**src/rtl/dmem_arbiter.sv**
```systemverilog
// Round-robin arbiter sharing one data-memory port among N_PORTS cores.
// A lock keeps the bus with one owner across an AMO sequence; reads can time out.
module dmem_arbiter #(
  parameter int N_PORTS    = 2,
  parameter int DATA_WIDTH = 32,
  parameter int RD_TIMEOUT = 64
) (
  input  logic                              clk,
  input  logic                              arst_n,
  input  logic [N_PORTS-1:0]                req_re,
  input  logic [N_PORTS-1:0]                req_we,
  input  logic [N_PORTS-1:0]                req_lock,
  input  logic [N_PORTS*DATA_WIDTH-1:0]     req_addr,
  input  logic [N_PORTS*DATA_WIDTH-1:0]     req_wdata,
  input  logic [N_PORTS*DATA_WIDTH/8-1:0]   req_mask,
  output logic [N_PORTS-1:0]                gnt,
  output logic [N_PORTS-1:0]                rsp_valid,
  output logic [DATA_WIDTH-1:0]             rsp_rdata,
  output logic                              rsp_err,
  output logic                              mem_re,
  output logic                              mem_we,
  output logic [DATA_WIDTH-1:0]             mem_addr,
  output logic [DATA_WIDTH-1:0]             mem_wdata,
  output logic [DATA_WIDTH/8-1:0]           mem_mask,
  input  logic [DATA_WIDTH-1:0]             mem_rdata,
  input  logic                              mem_rvalid
);
  localparam int PW = (N_PORTS > 1) ? $clog2(N_PORTS) : 1;
  localparam int MW = DATA_WIDTH / 8;
  localparam int TW = $clog2(RD_TIMEOUT + 1);

  typedef enum logic [1:0] {IDLE, LOCKED, RD_WAIT} state_e;

  state_e                state_q, state_d, ret_q, ret_d;
  logic [PW-1:0]         rr_ptr_q, rr_ptr_d, lock_owner_q, lock_owner_d, owner_q, owner_d;
  logic [TW-1:0]         tmo_q, tmo_d;
  logic [N_PORTS-1:0]    rsp_valid_q, rsp_valid_d;
  logic [DATA_WIDTH-1:0] rsp_rdata_q, rsp_rdata_d;
  logic                  rsp_err_q, rsp_err_d;

  logic [N_PORTS-1:0]    cand;
  logic                  found;
  logic [PW-1:0]         win;

  assign cand = req_re | req_we;

  // Winner selection: only the lock owner while LOCKED, round-robin from rr_ptr in IDLE.
  always_comb begin
    found = 1'b0;
    win   = '0;
    if (state_q == LOCKED) begin
      found = cand[lock_owner_q];
      win   = lock_owner_q;
    end else if (state_q == IDLE) begin
      for (int k = 0; k < N_PORTS; k++) begin
        if (!found && cand[(int'(rr_ptr_q) + k) % N_PORTS]) begin
          found = 1'b1;
          win   = PW'((int'(rr_ptr_q) + k) % N_PORTS);
        end
      end
    end
  end

  always_comb begin
    state_d      = state_q;
    ret_d        = ret_q;
    rr_ptr_d     = rr_ptr_q;
    lock_owner_d = lock_owner_q;
    owner_d      = owner_q;
    tmo_d        = tmo_q;
    rsp_valid_d  = '0;
    rsp_rdata_d  = '0;
    rsp_err_d    = 1'b0;
    gnt          = '0;
    mem_re       = 1'b0;
    mem_we       = 1'b0;
    mem_addr     = '0;
    mem_wdata    = '0;
    mem_mask     = '0;
    case (state_q)
      IDLE, LOCKED: begin
        if (found) begin
          gnt[win]  = 1'b1;
          mem_we    = req_we[win];
          mem_re    = ~req_we[win];   // re&we collapses to a write
          mem_addr  = req_addr[int'(win)*DATA_WIDTH +: DATA_WIDTH];
          mem_wdata = req_wdata[int'(win)*DATA_WIDTH +: DATA_WIDTH];
          mem_mask  = req_mask[int'(win)*MW +: MW];
          if (state_q == IDLE)
            rr_ptr_d = (int'(win) == N_PORTS-1) ? '0 : win + 1'b1;
          if (req_lock[win])
            lock_owner_d = win;
          if (req_we[win]) begin
            state_d = req_lock[win] ? LOCKED : IDLE;
          end else begin
            state_d = RD_WAIT;
            owner_d = win;
            ret_d   = req_lock[win] ? LOCKED : IDLE;
          end
        end else if (state_q == LOCKED && !req_lock[lock_owner_q]) begin
          state_d = IDLE;
        end
      end
      RD_WAIT: begin
        if (mem_rvalid) begin
          rsp_valid_d[owner_q] = 1'b1;
          rsp_rdata_d          = mem_rdata;
          state_d              = ret_q;
          tmo_d                = '0;
        end else if (tmo_q == TW'(RD_TIMEOUT-1)) begin
          rsp_valid_d[owner_q] = 1'b1;
          rsp_err_d            = 1'b1;
          state_d              = ret_q;
          tmo_d                = '0;
        end else begin
          tmo_d = tmo_q + 1'b1;
        end
      end
      default: state_d = IDLE;
    endcase
  end

  always_ff @(posedge clk or negedge arst_n) begin
    if (!arst_n) begin
      state_q      <= IDLE;
      ret_q        <= IDLE;
      rr_ptr_q     <= '0;
      lock_owner_q <= '0;
      owner_q      <= '0;
      tmo_q        <= '0;
      rsp_valid_q  <= '0;
      rsp_rdata_q  <= '0;
      rsp_err_q    <= 1'b0;
    end else begin
      state_q      <= state_d;
      ret_q        <= ret_d;
      rr_ptr_q     <= rr_ptr_d;
      lock_owner_q <= lock_owner_d;
      owner_q      <= owner_d;
      tmo_q        <= tmo_d;
      rsp_valid_q  <= rsp_valid_d;
      rsp_rdata_q  <= rsp_rdata_d;
      rsp_err_q    <= rsp_err_d;
    end
  end

  assign rsp_valid = rsp_valid_q;
  assign rsp_rdata = rsp_rdata_q;
  assign rsp_err   = rsp_err_q;
endmodule

```
**config.mk**
```make
export PLATFORM = sky130hd
export DESIGN_NAME = dmem_arbiter
export DESIGN_NICKNAME = d
export VERILOG_FILES = /design/src/rtl/dmem_arbiter.sv
export SDC_FILE = /design/constraint.sdc
export NUM_CORES = 1
export LEC_CHECK = 0
export ABC_AREA = 0
export CORE_AREA = 2 2 110 112
export DETAILED_ROUTE_END_ITERATION = 10
export DIE_AREA = 0 0 112 114
export HOLD_SLACK_MARGIN = 0.02
export PLACE_DENSITY = 0.7
export SETUP_SLACK_MARGIN = 0.4
export SYNTH_ARGS = -nofsm -noshare
export SYNTH_HDL_FRONTEND = slang
export SYNTH_SLANG_ARGS = --single-unit
export TNS_END_PERCENT = 30
```
**constraint.sdc**
```tcl
create_clock -name clk -period 4.06 [get_ports clk]
set_input_delay 0.812 -clock clk [delete_from_list [all_inputs] [get_ports clk]]
set_output_delay 0.812 -clock clk [all_outputs]
set_load 0.005 [all_outputs]
```
==> impl_metrics.ini <==
[run_status]
run_status = finished clean

[synth]
netlist_area_um2 = 2860
netlist.area_leader.share_pct = 42.0
ys_warn_count = 0
syn_area_per_cell_um2 = 7.32
number_of_synthesized_flops_with_an_enable_pin = 0
synthCells = 390
yosysMostFrequentCell = sky130_fd_sc_hd__nand2_1
cell_types_with_the_highest_counts_after_synthesis = sky130_fd_sc_hd__nand2_1 (148), sky130_fd_sc_hd__a21oi_1 (73), sky130_fd_sc_hd__dfrtp_1 (48)
dominantRegCellSynth = sky130_fd_sc_hd__dfrtp_1
yosys_register_bits = 48
netlist_top_cells_area = sky130_fd_sc_hd__dfrtp_1 (42%), sky130_fd_sc_hd__nand2_1 (19%), sky130_fd_sc_hd__a21oi_1 (13%)
ys_seq_area_share_pct = 42.0
synth_top_cell_by_area = sky130_fd_sc_hd__dfrtp_1
synth_nets = 568
synthArstFlopShare_pct = 100
synth.lib_cells_used.distinct = 40

[critical_path]
cp-start-kind = primary input
r2r-start = state_q[1]
worst_setup_path_end_kind = output pin
worst_ep_required_time_ns = 3.25
total_buffers_and_inverters_traversed_by_the_critical_path = 4
crit_path_cell_trace = clkdlybuf4s50_1 -> buf_4 -> nor2_1 -> o21a_1 -> a311o_2 -> bufbuf_16 -> a21oi_1 -> clkdlybuf4s50_1
crit_arrival_ns = 2.98
timing.setup.critical_path_class = in2out
regToRegSetupSlack_ns = 1.84
max_stage_delay_ns = 0.51
critical-path-top-delay-family = buffers and inverters
depth_of_the_worst_register_to_register_path = 5
critPathSlowestCell = sky130_fd_sc_hd__clkdlybuf4s50_1
worstReg2RegEnd = tmo_q[5]
crit_top_cell = sky130_fd_sc_hd__clkdlybuf4s50_1
path_max_fanout = 9

[sta]
unrepaired_setup_endpoints_after_global_routing = true
time_the_worst_path_needs_with_i_o_delays_and_setup_ns = 3.79
timing.clock.skew_ns = 0.00882
worst_tran_pin_value_ns = 1.02
final-setup-viol-count = 0
hold_viol = 0
slew_viol_final = 0
final_min_period_over_clock_period_pct = 93.3
max_freq_mhz = 264
maxSlewHeadroom_pct = 31.9
setup-tns-final_ns = 0

[floorplanning]
floorplan.initialDensity_pct = 24.4
floorplan.die.height_um = 114
die_area_um2 = 12800
fp.coreArea_um2 = 11700
fp-row-count = 40
chipWidth_um = 112
num_io_pins = 284

[worst_hold_path]
worst_hold_path.endpoint = rsp_err
beginning_of_the_worst_hold_path = tmo_q[6]
whs_path_depth = 1
hold_path.class = reg2reg

[cts]
clock_sinks = 48
postCtsHoldBufs = 0
clockRootBuffer = sky130_fd_sc_hd__clkbuf_16
numCtsBuffers = 5
cts_tree = done
h-tree-depth = 2
clk_path_buf_depth = 2
worstSkewPairLatency_ns = 0.28
clkSlewWorstSetupHoldPaths_ns = 0.06

[global_routing]
overflow_left_after_global_routing = 0
grt_pass1_wl_um = 21100
grt.total_usage_pct = 20.8
grt_start_max_net_pins = 49
grt_pass1_vias = 3852
grt_antenna_before_repair = 0

[finish]
finalNetCount = 851
layout_cell_share_with_drive_strength_beyond_1_pct = 6.68
layout-area-overhead-vs-synth_pct = 122
post-route-cell-area_um2 = 6340
antenna_cells = 0

[placement]
dp.final_hpwl_um = 10300
gp_congestion = 0.836
port_buffers = 283
postPlaceCellArea_um2 = 5900

[pwr]
leakagePower_uw = 0.00301
peak_ir_drop_on_the_vdd_network_mv = 0.350
power.density_cell_area_nw_per_um2 = 570

[drt]
routed_wire_length_um = 14400
ant_nets = 0
total_iterations_of_the_first_detailed_routing_run = 4
drcViolationCount = 0
vias_per_cell = 4.76
detail_route.iter0.violations = 215
vias = 3906
wl_per_cell_um = 17.6

[run]
cap_violations = 0
## stage by stage
stage | util [%] | hold slack, ns | instances | power (uW) | setup slack (ns)
floorplan | - | 0.432 | 390 | 1560 | 1.31
global placement | 50.4 | 0.451 | 801 | 2850 | 0.146
detailed placement | 50.4 | 0.458 | 801 | 2880 | 0.130
CTS | 53.5 | 0.466 | 819 | 3620 | 0.258
global route | 54.1 | 0.507 | 821 | 3850 | 0.194
finish | 54.1 | 0.466 | 821 | 3610 | 0.270
## repair_timing
item                                    CTS  global route
gates cloned                              6             1
buffers inserted                          4             1
resized for setup                        23            17
pin swaps                                 3             0
endpoints found under the setup margin   72            63
## cell families (layout without fill, tap and decap cells)
| family | Yosys count | in the layout | synth area share (%) |
|---|---|---|---|
| xor+xnor | 3 | 3 | 0.920 |
| compound gates | 94 | 94 | 19.1 |
| fa+ha+maj | 1 | 1 | 0.438 |
| flops | 48 | 48 | 42.0 |
| mux | 2 | 2 | 0.701 |
| simple gates | 206 | 206 | 31.4 |
| buf+inv | 36 | 320 | 5.48 |
## placed cells by master (no fill, tap or decap), types with 2 or more instances in the layout
master,synthesis,final
sky130_fd_sc_hd__bufbuf_16,0,2
sky130_fd_sc_hd__a21oi_1,73,69
sky130_fd_sc_hd__o21a_1,4,4
sky130_fd_sc_hd__clkbuf_16,0,6
sky130_fd_sc_hd__buf_16,0,4
sky130_fd_sc_hd__clkbuf_1,19,2
sky130_fd_sc_hd__inv_1,2,2
sky130_fd_sc_hd__nand4_1,2,2
sky130_fd_sc_hd__dlymetal6s2s_1,0,15
sky130_fd_sc_hd__buf_4,1,13
sky130_fd_sc_hd__or3_1,2,2
sky130_fd_sc_hd__nor2_1,8,8
sky130_fd_sc_hd__dfrtp_1,48,48
sky130_fd_sc_hd__a21oi_2,0,4
sky130_fd_sc_hd__and3_1,33,33
sky130_fd_sc_hd__buf_12,0,6
sky130_fd_sc_hd__nor3_1,2,2
sky130_fd_sc_hd__xor2_1,3,3
sky130_fd_sc_hd__clkdlybuf4s50_1,0,254
sky130_fd_sc_hd__nand2_1,148,148
sky130_fd_sc_hd__dlygate4sd2_1,0,13
sky130_fd_sc_hd__o21ai_0,3,3
sky130_fd_sc_hd__a31oi_1,2,2
sky130_fd_sc_hd__mux2i_1,2,2
sky130_fd_sc_hd__nor2b_1,3,2
## report_power, final
group          switching [uW]  total (uW)  leakage [uW]  internal (uW)
clock network             164         394     0.0000681            230
logic                    1120        2570       0.00230           1450
registers                75.6         644      0.000647            568
total                    1360        3610       0.00301           2250
## registers in the layout, indices dropped and copies added (netlist names)
name / cells
rsp_rdata: 32
tmo_q: 7
rsp_valid: 2
state_q: 2
lock_owner_q: 1
owner_q: 1
ret_q: 1
rr_ptr_q: 1
rsp_err: 1
## metal layers
metal	routed length, um	part of all wire (%)	global-route usage (%)	vias up
li1	-	-	-	1871
met5	0	0	0	-
met1	6030	42	25.9	1824
met4	261	1.8	5.45	0
met2	7080	49	35.8	187
met3	1060	7.3	5.79	24
## how the worst max path moves through the flow
stage / startpoint / endpoint / slack (ns) / cells after the start
2_1_floorplan: req_re[1] / mem_addr[10] / 1.31 / 6
3_3_place_gp: req_we[1] / mem_addr[17] / 0.15 / 7
3_5_place_dp: req_we[1] / mem_addr[2] / 0.13 / 7
4_1_cts: req_we[0] / mem_wdata[8] / 0.26 / 8
5_1_grt: req_we[0] / mem_addr[20] / 0.19 / 9
6_report: req_we[0] / mem_mask[1] / 0.27 / 8
## area by class of cell
class                   count  area, um^2
inverters                   2        7.51
repair buffers            310        3280
multi-input cells         306        1530
clock buffers               7         133
well taps                 147         184
clock inverters             1        8.76
flip-flops and latches     48        1200
fillers                  1090        5370
Power figures use the tool's default switching activity.
